==> src/rtl/dma_read_engine.sv <==
// Streaming DMA read engine: issues word reads to memory with a bounded number
// in flight and forwards the in-order read data to the layer controller.
module dma_read_engine #(
  parameter int ADDR_W          = 27,
  parameter int DATA_W          = 512,
  parameter int MAX_OUTSTANDING = 16
) (
  input  logic              clk,
  input  logic              rst,
  input  logic              dma_engineer_req,
  output logic              dma_engineer_ack,
  input  logic [ADDR_W-1:0] dma_engineer_start_addr,
  input  logic [ADDR_W-1:0] dma_engineer_length,
  output logic [DATA_W-1:0] dma_engineer_dout,
  output logic              dma_engineer_dout_en,
  output logic              dma_engineer_dout_eop,
  output logic              mem_rd_req,
  output logic [ADDR_W-1:0] mem_rd_addr,
  input  logic              mem_rd_gnt,
  input  logic [DATA_W-1:0] mem_rd_data,
  input  logic              mem_rd_valid,
  output logic              busy
);

  localparam int OUT_W = $clog2(MAX_OUTSTANDING) + 1;
  localparam logic [OUT_W-1:0]  OUT_MAX = OUT_W'(MAX_OUTSTANDING);
  localparam logic [OUT_W-1:0]  OUT_ONE = OUT_W'(1);
  localparam logic [ADDR_W-1:0] ONE     = ADDR_W'(1);

  typedef enum logic [1:0] {IDLE, ISSUE, DRAIN} state_t;

  state_t            state, state_nxt;
  logic [ADDR_W-1:0] start_addr;
  logic [ADDR_W-1:0] length;
  logic [ADDR_W-1:0] issued;
  logic [ADDR_W-1:0] received;
  logic [OUT_W-1:0]  outstanding;
  logic              grant;
  logic              rd_take;

  // Ack and mem_rd_req are suppressed during reset so an abort takes effect at once.
  always_comb begin
    state_nxt        = state;
    dma_engineer_ack = 1'b0;
    mem_rd_req       = 1'b0;
    case (state)
      IDLE: begin
        if (dma_engineer_req && !rst) begin
          dma_engineer_ack = 1'b1;
          if (dma_engineer_length != '0) state_nxt = ISSUE;
        end
      end
      ISSUE: begin
        mem_rd_req = !rst && (issued < length) && (outstanding < OUT_MAX);
        if (issued == length) state_nxt = DRAIN;
      end
      DRAIN: begin
        if (received == length) state_nxt = IDLE;
      end
      default: state_nxt = IDLE;
    endcase
  end

  assign grant       = mem_rd_req & mem_rd_gnt;
  assign rd_take     = mem_rd_valid & (state != IDLE);
  assign mem_rd_addr = start_addr + issued;
  assign busy        = (state != IDLE);

  always_ff @(posedge clk) begin
    if (rst) begin
      state                 <= IDLE;
      start_addr            <= '0;
      length                <= '0;
      issued                <= '0;
      received              <= '0;
      outstanding           <= '0;
      dma_engineer_dout     <= '0;
      dma_engineer_dout_en  <= 1'b0;
      dma_engineer_dout_eop <= 1'b0;
    end else begin
      state                 <= state_nxt;
      dma_engineer_dout_en  <= rd_take;
      dma_engineer_dout_eop <= rd_take && (received == length - ONE);
      if (rd_take) dma_engineer_dout <= mem_rd_data;

      if (dma_engineer_ack) begin
        start_addr  <= dma_engineer_start_addr;
        length      <= dma_engineer_length;
        issued      <= '0;
        received    <= '0;
        outstanding <= '0;
      end else begin
        if (grant)   issued   <= issued + ONE;
        if (rd_take) received <= received + ONE;
        // A grant and a returning word in the same cycle cancel out.
        case ({grant, rd_take})
          2'b10:   outstanding <= outstanding + OUT_ONE;
          2'b01:   outstanding <= outstanding - OUT_ONE;
          default: outstanding <= outstanding;
        endcase
      end
    end
  end

endmodule

==> config.mk <==
export PLATFORM = sky130hd
export DESIGN_NAME = dma_read_engine
export DESIGN_NICKNAME = d
export VERILOG_FILES = /design/src/rtl/dma_read_engine.sv
export SDC_FILE = /design/constraint.sdc
export NUM_CORES = 1
export LEC_CHECK = 0
export CAP_MARGIN = 20
export CELL_PAD_IN_SITES_DETAIL_PLACEMENT = 1
export CELL_PAD_IN_SITES_GLOBAL_PLACEMENT = 1
export CORE_AREA = 2 2 437 439
export DETAILED_ROUTE_END_ITERATION = 16
export DIE_AREA = 0 0 439 441
export MAX_ROUTING_LAYER = met4
export PLACE_DENSITY = 0.47
export SYNTH_ARGS = -nofsm -noshare
export SYNTH_HDL_FRONTEND = slang
export SYNTH_SLANG_ARGS = --single-unit
==> constraint.sdc <==
create_clock -name clk -period 3.2 [get_ports clk]
set_clock_uncertainty 0.1 [all_clocks]
set_input_delay 0.32 -clock clk [delete_from_list [all_inputs] [get_ports clk]]
set_output_delay 0.32 -clock clk [all_outputs]
set_load 0.005 [all_outputs]
==> results by group, run 1 <==
Status
  – Outcome: finished with violations
  – Violated checks: negative setup slack

Routing
  – Final ANT Viol Nets: 0
  – Routed WL per cell: 23.34 um
  – DR pass1 iterations: 5
  – Via count: 28140
  – Iteration-0 DRC Markers: 1353
  – Final wirelength: 169300 um
  – DRC: 0
  – Vias per cell: 3.880

Synthesis
  – Post-synth top flop: dfxtp_1
  – Cell variety after synth: 59
  – Syn. warnings: 0
  – Post-Synthesis Cells: 3155
  – Complex-gate fraction of the synthesized area: 16.12%
  – Post-Syn Area: 24960 sq um
  – Post-synth EDFFs: 0
  – Post-synthesis mux area share: 0.6867%
  – Syn_area_per_cell: 7.912 sq um
  – Sequential area share after synthesis: 50.44%
  – Post-Synth Adder-Cell Area: 3.168%
  – Post-synthesis net count: 3788
  – Synthesized-area fraction occupied by xor and xnor cells: 3.158%
  – Async set-reset flop share out of synthesis: 0%
  – Combinational family with the most area after synthesis: simple AND/OR/NAND/NOR gates
  – Simple-gate share of the synthesized area: 22.24%
  – Synth Register Bits: 629

STA
  – Peak Freq: 0.2809 GHz
  – Slew margin rel.: 28.52%
  – Pins Over Slew Limit: 0
  – Fin worst setup slack: -0.3598 ns
  – Final hold violation count: 0
  – Tightest Pin Transition: 1.072 ns
  – RSZ-0062 raised after global routing: yes
  – Min Hold Slack: 0.08652 ns
  – Fin crit period: 3.560 ns
  – # setup viols final: 18
  – Tcrit/Tclk final: 111.2%

Global route
  – Pin count of the biggest net entering global routing: 172
  – First-pass GRT wire length: 230500 um
  – GRT Resource Usage Total: 17.31%
  – Initial antenna violation count: 65
  – Grt ovf: 0
  – Vias in the first global route: 29150

Setup path
  – Critical path, cell by cell: ha_4 -> o21a_1 -> o211ai_1 -> buf_4 -> a211oi_4 -> a2111oi_4 -> o221ai_4 -> buf_6 -> a21oi_4 -> mux2i_1 -> nand3_1 -> buf_2
  – Setup Crit Path Kind: reg -> out
  – Crit path max fanout: 3
  – Data arrival, critical path: 3.14 ns
  – Worst path slowest cell: dfxtp_2
  – CP Buf/Inv Count: 3
  – CP Capture Type: output port
  – R2r startpoint: issued[1]
  – Cell family with most CP delay: compound AO/OA/AOI/OAI gates
  – Slowest Stage Delay on Critical Path: 0.34 ns
  – CP Launch Type: flip-flop
  – Critical Path Start: start_addr[5]
  – Worst Path Required: 2.78 ns

Pwr
  – Logic pwr share: 16.1%
  – Psw: 6.256 mW
  – Int Pwr: 16.68 mW
  – Peak supply drop: 0.0003584 V
  – Leakage: 16.85 nW
  – Clock Power Share: 47.2%
  – Switching share of power: 27.28%
  – Seq pwr share: 36.6%
  – PwrDens: 489.6 nW/um^2
  – Total power: 22.93 mW

Clock network
  – Clock Pin Slew Worst Setup and Hold Paths: 0.06 ns
  – Clock Latency Late Sink: 0.72 ns
  – Root Buffer: clkbuf_16
  – Cts bufs inserted: 90
  – Maximum clock path buffer count: 3
  – CTS tree: built
  – CTS sink cnt: 629
  – Max H-tree Level: 3

Layout
  – Filler cell count: 22130
  – Final #Nets: 5273
  – Area delta synth->final: 87.62%
  – Commonest non-fill, non-tap cells in the layout: nand2_1 (1097), clkdlybuf4s50_1 (1089), dfxtp_1 (612)
  – Leading cell type in the layout, fill and taps excluded: nand2_1
  – Share of layout cells above drive strength 1: 10.25%
  – Design area: 46840 sq um
  – Post-route insts no fill: 7253

Placement
  – HPWL Detailed: 131800 um
  – Cell area after placement: 40160 sq um
  – Setup WS pre-CTS: -0.6498 ns
  – IO Port Bufs: 1114
  – Cells after DPL: 6762
  – GP Congestion: 0.8515

Min path
  – Tightest Hold Check Type: in -> reg
  – Worst Min Path Start: mem_rd_data[96]

Floorplan
  – Die Area: 193600 sq um
  – I/O pin count: 1115
  – Initial Util: 13.20%
  – Width of the die: 439 um
  – Core area: 189200 sq um
  – Die Height: 441 um
  – # rows: 160

Flow run
  – Max_cap viols: 0
[state kept, by name, indices dropped and copies added, names as in the netlist]
signal,flops
dma_engineer_dout,512
issued,27
length,27
received,27
start_addr,27
outstanding,5
state,2
dma_engineer_dout_en,1
dma_engineer_dout_eop,1
[synth_stat cells (19+ instances only)]
library cell | instances | area [sq um]
clkbuf_1 | 202 | 758.2
xor2_1 | 53 | 464.2
o21ai_0 | 56 | 280.3
dfxtp_1 | 629 | 12590
nand3_1 | 35 | 175.2
nor4_1 | 20 | 125.1
a22o_1 | 26 | 227.7
ha_1 | 60 | 750.7
nand2_1 | 1101 | 4133
nor2_1 | 75 | 281.5
inv_1 | 54 | 202.7
a21o_1 | 19 | 142.6
nand4_1 | 30 | 187.7
a21oi_1 | 556 | 2783
nand2b_1 | 25 | 156.4
xnor2_1 | 37 | 324.1
[layout make-up]
cell class,count,area [sq um],area share (%)
Multi-Input combinational cell,2254,11950,25.52
Antenna cell,30,75.07,0.1603
Clock buffer,129,2603,5.557
Tap cell,2511,3142,6.708
Inverter,56,220.2,0.4702
Clock inverter,35,510.5,1.090
Timing Repair Buffer,1609,15720,33.56
Sequential cell,629,12620,26.94
[through the flow]
| stage | TNS [ns] | utilization [%] |
|---|---|---|
| 2_1_floorplan | 0 | - |
| 3_3_place_gp | -6.400 | 21.23 |
| 3_5_place_dp | -6.585 | 21.23 |
| 4_1_cts | -5.341 | 24.62 |
| 5_1_grt | -7.652 | 24.75 |
| 6_report | -3.531 | 24.76 |
[worst reg2reg max path: cells and delay by family, from the launching register on]
family                     cells  cell delay (ns)
and+or+nand+nor                4             0.69
adders and majority gates      3             0.61
AOI/OAI and AO/OA              7             1.11
xor gates and xnor gates       1             0.10
DFF                            1             0.33
buffers and inverters          4             0.38
[power by group through the flow]
stage	sequential, mW	clock [mW]	combinational (mW)
floorplan	8.55	0	1.07
global route	8.44	11.6	3.99
global placement	8.55	0	3.39
finish	8.40	10.8	3.70
CTS	8.40	11.3	3.76
detailed placement	8.56	0	3.40
[path summary, 6_finish.rpt]
check	cells past startpoint	slack (ns)	end
setup / recovery	12	-0.36	mem_rd_addr[23]
hold / removal	3	0.09	dma_engineer_dout[96]
setup reg to reg	19	-0.19	outstanding[4]
hold reg to reg	2	0.35	dma_engineer_dout[10]
[routing by layer]
| metal | global-route usage (%) | wire length, um |
|---|---|---|
| met1 | 20.23 | 70120 |
| met2 | 30.04 | 87070 |
| met5 | - | 0 |
| met3 | 3.469 | 7519 |
| met4 | 4.623 | 4569 |
[cells by family (layout without fill, tap and decap cells)]
family,Yosys count,after routing
AOI/OAI and AO/OA,729,729
xor gates and xnor gates,90,90
adders and majority gates,62,62
buffers and inverters,272,1829
DFF,629,629
muxes,17,17
other,0,30
and+or+nand+nor,1356,1356
[timing repair]
action                                  4_1_cts  5_1_grt
pin swaps                                    53       33
hold endpoints to repair                    282        0
endpoints found under the setup margin       29       26
hold buffers                                282        0
buffers inserted                             12       10
resized for setup                           180       37
cloned                                        0        0
Power figures use the tool's default switching activity.
==> inputs of run 2 (changes only) <==
Settings changed: CTS_BUF_LIST set to sky130_fd_sc_hd__clkbuf_4 sky130_fd_sc_hd__clkbuf_8.
==> run 2 against run 1 <==
The flow still finishes with violations (negative setup slack). Combinational power grew 10%. Global-route usage grew 0.40 points. Hold slack got worse by 0.027 ns. Die area unchanged. Largest power group unchanged.
==> results by group, run 2 (synthesis gave the netlist of run 1 again) <==
Floorplan
  – Initial Util: 13.20%
  – Core area: 189200 sq um
  – # rows: 160
  – Width of the die: 439 um
  – Die Area: 193600 sq um
  – I/O pin count: 1115
  – Die Height: 441 um

Setup path
  – CP Launch Type: flip-flop
  – Worst Path Required: 2.78 ns
  – Worst path slowest cell: dfxtp_2
  – Setup Crit Path Kind: reg -> out
  – Data arrival, critical path: 3.33 ns
  – CP Capture Type: output port
  – Crit path max fanout: 2
  – Reg-to-reg setup timing slack: -0.28 ns
  – CP Buf/Inv Count: 2
  – Cell family with most CP delay: compound AO/OA/AOI/OAI gates
  – Slowest Stage Delay on Critical Path: 0.34 ns
  – Critical path, cell by cell: ha_4 -> a21oi_4 -> nor2_1 -> a211o_1 -> a2111oi_4 -> buf_4 -> o221ai_4 -> a221o_1 -> a21oi_2 -> xnor2_2 -> buf_2

Layout
  – Share of layout cells above drive strength 1: 11.91%
  – Area of the multi-input gates: 12040 sq um
  – Max reg flops: 512
  – Seq. cell area: 12620 sq um
  – Leading cell type in the layout, fill and taps excluded: nand2_1
  – Util after Layout: 26.55%
  – Reg with most FFs: dma_engineer_dout
  – Final #Nets: 5660
  – Filler cell count: 22180
  – Commonest non-fill, non-tap cells in the layout: nand2_1 (1097), clkdlybuf4s50_1 (1087), dlygate4sd3_1 (612)
  – Area delta synth->final: 101.2%

Pwr
  – Logic pwr share: 18.0%
  – Int Pwr: 16.18 mW
  – PwrDens: 450.6 nW/um^2
  – Clock Power Share: 44.9%
  – Switching share of power: 28.52%
  – Seq pwr share: 37.1%
  – Psw: 6.456 mW
  – Leakage: 18.57 nW
  – Peak supply drop: 0.0003393 V
  – Total power: 22.64 mW

Clock network
  – Maximum clock path buffer count: 3
  – Clock Latency Late Sink: 0.88 ns
  – Cts bufs inserted: 141
  – Root Buffer: clkbuf_8
  – Clock Pin Slew Worst Setup and Hold Paths: 0.06 ns
  – CTS tree: built
  – Max H-tree Level: 4
  – CTS sink cnt: 629

Placement
  – IO Port Bufs: 1114
  – Setup WS pre-CTS: -0.6498 ns
  – GP Congestion: 0.8515
  – HPWL Detailed: 131800 um

Global route
  – Vias in the first global route: 31550
  – First-pass GRT wire length: 237300 um
  – GRT Resource Usage Total: 17.71%
  – Pin count of the biggest net entering global routing: 172
  – Initial antenna violation count: 64
  – Grt ovf: 0

Status
  – Violated checks: negative setup slack
  – Outcome: finished with violations

Routing
  – Routed WL per cell: 22.49 um
  – Final wirelength: 172800 um
  – DR pass1 iterations: 5
  – Met3 WL: 8645 um
  – Metal2 WL: 88770 um
  – Via count: 29840
  – Iteration-0 DRC Markers: 1143
  – Highest routed layer: met4
  – DRC: 0
  – Vias per cell: 3.884
  – Met1 wire length: 70360 um
  – Final ANT Viol Nets: 0

STA
  – # setup viols final: 21
  – RSZ-0062 raised after global routing: yes
  – Slew margin rel.: 28.01%
  – Pins Over Slew Limit: 0
  – Fin crit period: 3.754 ns
  – Final hold violation count: 0
  – Fin worst setup slack: -0.5543 ns
  – Peak Freq: 0.2664 GHz
  – Tcrit/Tclk final: 117.3%
  – Tightest Pin Transition: 1.080 ns

Min path
  – Tightest Hold Check Type: in -> reg

Flow run
  – Max_cap viols: 0
run 2: tightest hold or removal path, delay by kind of cell:
family,cells,cell delay [ns]
simple gates,1,0.16
buf+inv,1,0.40
compound gates,1,0.09
run 2: worst paths after layout:
kind	to	startpoint	cells past startpoint
max reg2reg	outstanding[4]	issued[1]	20
min	dma_engineer_dout[28]	mem_rd_data[28]	3
max	mem_rd_addr[19]	issued[8]	11
min reg2reg	dma_engineer_dout[10]	dma_engineer_dout[10]	2
run 2: layout make-up:
cell class	count	share of cell area, %
well taps	2511	6.254
diodes	41	0.2042
clock buffers	219	5.440
clock inverters	27	0.6351
multi-input cells	2254	23.96
repair buffers	1945	37.96
flip-flops and latches	629	25.12
inverters	56	0.4334
run 2: stage by stage:
| stage | setup TNS [ns] | hold slack, ns | area [sq um] | cells |
|---|---|---|---|---|
| 5_1_grt | -11.20 | 0.01316 | 50220 | 7676 |
| 3_3_place_gp | -6.400 | 0.3407 | 40160 | 6762 |
| 4_1_cts | -8.539 | 0.001761 | 49810 | 7629 |
| 3_5_place_dp | -6.585 | 0.3458 | 40160 | 6762 |
| 6_report | -6.111 | 0.05964 | 50240 | 7682 |
| 2_1_floorplan | 0 | 0.3285 | 25000 | 3155 |
run 2: what timing repair did:
action                     4_1_cts  5_1_grt
setup buffers                   11       16
setup endpoints to repair       30       32
resized for setup              204       53
hold buffers                   612        0
hold endpoints to repair       529        0
pin swaps                       57       49
run 2: power by group through the flow:
stage / clock network (mW) / registers (mW) / logic, mW
after global placement: 0 / 8.55 / 3.39
final: 10.2 / 8.41 / 4.07
after detailed placement: 0 / 8.56 / 3.40
after CTS: 10.7 / 8.40 / 4.10
after global routing: 11.0 / 8.44 / 4.40
after floorplan: 0 / 8.55 / 1.07
run 2: layer usage:
| metal | track usage [%] | up-vias |
|---|---|---|
| met5 | - | - |
| met4 | 5.637 | 0 |
| met3 | 4.036 | 261 |
| met2 | 30.45 | 737 |
| met1 | 20.29 | 14520 |
| li1 | - | 14320 |
